### src/rtl/mprj_pad_cfg_sequencer.sv
// mprj_pad_cfg_sequencer: per-pad config store serialised into the GPIO control shift chain (optional SERIAL_READBACK_EN)
module mprj_pad_cfg_sequencer #(
    parameter int                  NUM_PADS    = 38,
    parameter logic [NUM_PADS-1:0] ANALOG_MASK = {NUM_PADS{1'b0}},
    parameter int                  CFG_BITS    = 13,
    parameter int                  CLK_DIV     = 2,
    parameter logic [CFG_BITS-1:0] CFG_RESET   = CFG_BITS'(13'h0403),
    localparam int                 AW          = (NUM_PADS > 1) ? $clog2(NUM_PADS) : 1
) (
    input  logic                clk,
    input  logic                resetn,
    input  logic                cfg_wr,
    input  logic [AW-1:0]       cfg_addr,
    input  logic [CFG_BITS-1:0] cfg_wdata,
    output logic [CFG_BITS-1:0] cfg_rdata,
    input  logic                xfer_start,
    output logic                busy,
    output logic                done,
    output logic                serial_clock,
    output logic                serial_load,
    output logic                serial_data_out,
    input  logic                serial_data_in,
    output logic                readback_err
);
    function automatic int zeros_below(input logic [NUM_PADS-1:0] mask, input int n);
        int c;
        c = 0;
        for (int j = 0; j < n; j++) c += mask[j] ? 0 : 1;
        return c;
    endfunction

    localparam int ND    = zeros_below(ANALOG_MASK, NUM_PADS);
    localparam int NBITS = ND * CFG_BITS;
    localparam int IW    = (NBITS > 0) ? NBITS : 1;
    localparam int CW    = (NBITS > 0) ? $clog2(NBITS + 1) : 1;
    localparam int DW    = (CLK_DIV > 1) ? $clog2(CLK_DIV) : 1;
    localparam logic [CW-1:0] LAST  = CW'((NBITS > 0) ? NBITS - 1 : 0);
    localparam logic [DW-1:0] DLAST = DW'(CLK_DIV - 1);

    typedef enum logic [1:0] {IDLE, LOW, HIGH, LOAD} state_t;

    state_t                             state_q, state_d;
    logic   [DW-1:0]                    div_q, div_d;
    logic   [CW-1:0]                    bit_q, bit_d;
    logic   [IW-1:0]                    sh_q, sh_d;
    logic                               sdo_q, sdo_d;
    logic   [NUM_PADS-1:0][CFG_BITS-1:0] word;
    logic   [IW-1:0]                    img;
    logic                               div_end;

    // Image is packed with the lowest digital pad at the LSB end, so the
    // MSB of the image is the first bit shifted out.
    for (genvar i = 0; i < NUM_PADS; i++) begin : g_pad
        if (ANALOG_MASK[i]) begin : g_ana
            assign word[i] = '0;
        end else begin : g_dig
            localparam int P = zeros_below(ANALOG_MASK, i);
            logic [CFG_BITS-1:0] word_q;
            // Store write, blocked during a transfer so the image stays frozen
            always_ff @(posedge clk or negedge resetn)
                if (!resetn) word_q <= CFG_RESET;
                else if (cfg_wr && !busy && cfg_addr == AW'(i)) word_q <= cfg_wdata;
            assign word[i] = word_q;
            assign img[P*CFG_BITS +: CFG_BITS] = word_q;
        end
    end
    if (NBITS == 0) begin : g_empty
        assign img = '0;
    end

    assign cfg_rdata       = (32'(cfg_addr) < NUM_PADS) ? word[cfg_addr] : '0;
    assign div_end         = div_q == DLAST;
    assign busy            = state_q != IDLE;
    assign serial_clock    = state_q == HIGH;
    assign serial_load     = state_q == LOAD;
    assign done            = (state_q == LOAD) && div_end;
    assign serial_data_out = sdo_q;

    // Sequencer state register
    always_ff @(posedge clk or negedge resetn)
        if (!resetn) begin
            state_q <= IDLE;
            div_q   <= '0;
            bit_q   <= '0;
            sh_q    <= '0;
            sdo_q   <= 1'b0;
        end else begin
            state_q <= state_d;
            div_q   <= div_d;
            bit_q   <= bit_d;
            sh_q    <= sh_d;
            sdo_q   <= sdo_d;
        end

    // Next state: data only changes when entering LOW (or clears entering LOAD)
    always_comb begin
        state_d = state_q;
        div_d   = (state_q == IDLE || div_end) ? '0 : div_q + 1'b1;
        bit_d   = bit_q;
        sh_d    = sh_q;
        sdo_d   = sdo_q;
        case (state_q)
            IDLE: if (xfer_start) begin
                state_d = (NBITS == 0) ? LOAD : LOW;
                bit_d   = '0;
                sdo_d   = img[IW-1];
                sh_d    = img << 1;
            end
            LOW:  if (div_end) state_d = HIGH;
            HIGH: if (div_end) begin
                if (bit_q == LAST) begin
                    state_d = LOAD;
                    sdo_d   = 1'b0;
                end else begin
                    state_d = LOW;
                    bit_d   = bit_q + 1'b1;
                    sdo_d   = sh_q[IW-1];
                    sh_d    = sh_q << 1;
                end
            end
            LOAD: if (div_end) state_d = IDLE;
            default: state_d = IDLE;
        endcase
    end

`ifdef SERIAL_READBACK_EN
    logic [IW-1:0] shadow_q;
    logic          valid_q, err_q;
    logic          sample;

    // The clk edge that ends the last LOW cycle is the serial_clock rise
    assign sample = (state_q == LOW) && div_end;

    // Shadow rotates once per compared bit, so after a full transfer it is
    // back in place before being replaced with the freshly loaded image
    always_ff @(posedge clk or negedge resetn)
        if (!resetn) begin
            shadow_q <= '0;
            valid_q  <= 1'b0;
            err_q    <= 1'b0;
        end else begin
            if (state_q == IDLE && xfer_start) err_q <= 1'b0;
            else if (sample && valid_q && serial_data_in != shadow_q[IW-1]) err_q <= 1'b1;
            if (done) begin
                shadow_q <= img;
                valid_q  <= 1'b1;
            end else if (sample) shadow_q <= (shadow_q << 1) | (shadow_q >> (IW - 1));
        end
    assign readback_err = err_q;
`else
    logic unused_sdi;
    assign unused_sdi   = serial_data_in;
    assign readback_err = 1'b0;
`endif
endmodule

### config.mk
export PLATFORM = sky130hd
export DESIGN_NAME = mprj_pad_cfg_sequencer
export DESIGN_NICKNAME = d
export VERILOG_FILES = /design/src/rtl/mprj_pad_cfg_sequencer.sv
export SDC_FILE = /design/constraint.sdc
export NUM_CORES = 2
export LEC_CHECK = 0
export CAP_MARGIN = 20
export CORE_UTILIZATION = 57
export DETAILED_ROUTE_END_ITERATION = 7
export PLACE_DENSITY = 0.81
export SETUP_SLACK_MARGIN = 0.3
export SYNTH_ARGS = -nofsm -noshare
export SYNTH_HDL_FRONTEND = slang
export SYNTH_SLANG_ARGS = --single-unit
### constraint.sdc
create_clock -name clk -period 3.7 [get_ports clk]
set_clock_uncertainty 0.1 [all_clocks]
set_input_delay 1.11 -clock clk [delete_from_list [all_inputs] [get_ports clk]]
set_output_delay 1.11 -clock clk [all_outputs]
set_load 0.005 [all_outputs]
==> out/qor.yml <==
status:
  violations: "setup timing"
  outcome: "finished, violations left"
floorplan:
  core_um2: 79130
  io_pins: 43
  die_width_um: 285.2
  start_util: 0.5779
  num_rows: 103
  die_h_um: 285.2
  die-area_um2: 81360
clock_network:
  cts_tree: "built"
  cts_htree_levels: 3
  ctsRootBufferMaster: "clkbuf_16"
  numCtsBuffers: 100
  insertion_delay_ns: 0.69
  cts.sinks: 1000
  cts_buffer_depth: 3
  clk_pin_slew_ns: 0.06
setup_path:
  path_max_fanout: 8
  worstSetupPathType: "input pin to output port"
  crit_arrival_ns: 3.09
  critPathLaunchType: "input pin"
  cp_data_required_time_ns: 2.49
  end_kind: "output port"
sta:
  rsz0062_at_grt: "yes"
  slew_viol_final: 0
  whs_ns: 0.3139
  fin_crit_sh: 1.161
  fin_ws_ns: -0.5959
  tightest_slew_ns: 1.323
  setup_viol: 13
  timing.fmax_mhz: 232.8
  relSlewSlack: 0.1180
  period_minus_slack_ns: 4.296
  finalHoldViolations: 0
power:
  p_leak_uw: 0.02323
  ir_drop_uv: 558.4
  cellPowerDensity_nw_per_um2: 725.2
detailed_routing:
  viasPerCell: 6.332
  ant_nets: 0
  vias: 35088
  drtIter0Drc: 4658
  post_drt_wl_per_cell_um: 23.69
  drc: 0
  drt_wl_total_um: 131300
  drt_pass1_iterations: 8
hold_path:
  hold_path_class: "input pin to async pin"
place:
  pre_cts_ws_ns: -1.083
  dpl.cell_count: 5326
  globalplace.congestion: 0.9552
  port_buffers: 40
  dp_hpwl_um: 83140
  placed_area_um2: 48640
global_route:
  grt_pass1_vias: 34744
  grt_pass1_wl_um: 204900
  grt_max_degree: 219
  antenna_found_initial: 5
  overflow: 0
  grt_util_all_layers: 0.3252
finish:
  drive_gt1_frac: 0.2775
  multiInputGateArea_um2: 19290
  syn2layout_area_growth_pct: 15.04
  nets: 4428
  fin_cells: 5541
  mostFrequentLayoutCells: "nand2_1, dfrtp_1, nor2_1"
  layout.area.seq_um2: 25170
  utilization: 0.6648
  layout_commonest_cell: "nand2_1"
  fill_cells: 5546
  final_area_um2: 52600
yosys:
  synth.area.top_cells: "dfrtp_1, mux2_2, nand2_1"
  synth-seq-cells: 1000
  ys_seq_area_frac: 0.5504
  yosys.area.top_type_share: 0.4849
  syn_nets: 4353
  yosys.area.top_type: "dfrtp_1"
  synth_edf_count: 0
  ys.warnings.count: 0
  synth_top_flop_cell: "dfrtp_1"
  synth_area_um2: 45730
  synthCells: 4327
  ys_types: 49
  postSynth.asyncResetShare: 1.000
  avgSynthCellArea_um2: 10.57
job:
  cap_violations: 0
[critical path, stage by stage]
cell     delay, ns
buf_16        0.13
buf_12        0.14
buf_12        0.11
buf_12        0.09
mux4_2        0.50
a22oi_2       0.23
nand2_2       0.14
a221o_1       0.44
buf_2         0.17
[final timing paths]
check | slack [ns] | to | cells past startpoint | start
setup / recovery | -0.60 | cfg_rdata[11] | 9 | cfg_addr[0]
hold reg to reg | 0.40 | sh_q[203]$_DFFE_PN0P_ | 2 | sh_q[202]$_DFFE_PN0P_
max in group asynchronous | 2.11 | g_pad[15].g_dig.word_q[10]$_DFFE_PN1P_ | 2 | resetn
min in group clk | 0.40 | sh_q[203]$_DFFE_PN0P_ | 2 | sh_q[202]$_DFFE_PN0P_
hold / removal | 0.31 | bit_q[3]$_DFFE_PN0P_ | 1 | resetn
setup reg to reg | 0.84 | sh_q[106]$_DFFE_PN0P_ | 6 | state_q[0]$_DFFE_PN0P_
[metal layers]
metal	up-vias	wire length (um)	track usage
met5	-	34	0
met4	6	7398	0.1805
met3	392	11130	0.05784
met2	1823	61570	0.5053
met1	17733	51140	0.4356
li1	15134	-	-
[layout make-up]
type / count / area share
Antenna cell: 1 / 0.00004757
Clock buffer: 161 / 0.05692
Clock inverter: 29 / 0.006660
Inverter: 8 / 0.0008087
Multi-Input combinational cell: 2948 / 0.3667
Sequential cell: 1000 / 0.4784
Tap cell: 1050 / 0.02498
Timing Repair Buffer: 344 / 0.06546
[logic make-up after synthesis]
logic type | synth area share
flip-flops | 0.5504
multiplexers | 0.1863
other | 0.00008201
XOR/XNOR | 0.001149
buffers and inverters | 0.03538
AO/OA/AOI/OAI | 0.08540
adder cells (fa/ha/maj) | 0.0005472
AND/OR/NAND/NOR | 0.1407
[synth_stat cells (2+ instances only)]
library cell  number
a31oi_1          492
nand4_1           17
mux2_4            80
a21oi_1           11
ha_1               2
nor3_1             2
buf_1             10
o21ai_0           29
nand2_1         1056
dfstp_2          114
mux4_2            65
buf_6              9
nand3_1           30
nand2b_1           3
mux2_2           414
clkbuf_1         254
a22oi_1           63
xor2_1             3
dfrtp_1          886
nand2_4            8
nor2_1           506
and3_1             5
mux2i_1          118
buf_4              2
and2_4             2
a211o_1            4
a221o_1            7
and2_1             5
xnor2_1            3
inv_1              7
buf_2             96
nor2b_1            7
[state kept, by name, indices dropped and copies added (netlist names)]
| signal | count |
|---|---|
| g_pad.g_dig.word_q | 494 |
| sh_q | 493 |
| bit_q | 9 |
| state_q | 2 |
| div_end | 1 |
| serial_data_out | 1 |
[power breakdown]
part           switching [uW]  internal (uW)  leakage (uW)
clock network            4450           5920       0.00164
logic                    6440           4190       0.00917
registers                2440          14700        0.0124
[repair_timing]
item / 4_1_cts / 5_1_grt
hold buffers: 0 / 0
setup endpoints to repair: 14 / 14
pin swaps: 24 / 16
gates resized for setup: 135 / 39
buffers inserted: 16 / 6
[metrics by stage]
stage                     power (uW)  setup TNS (ns)
final                          38150          -6.260
after global routing           40100          -6.315
after CTS                      37920          -6.020
after detailed placement       27410          -17.43
after global placement         26800          -14.26
after floorplan                23950               0
No activity file was read; power rests on OpenSTA's default activity.
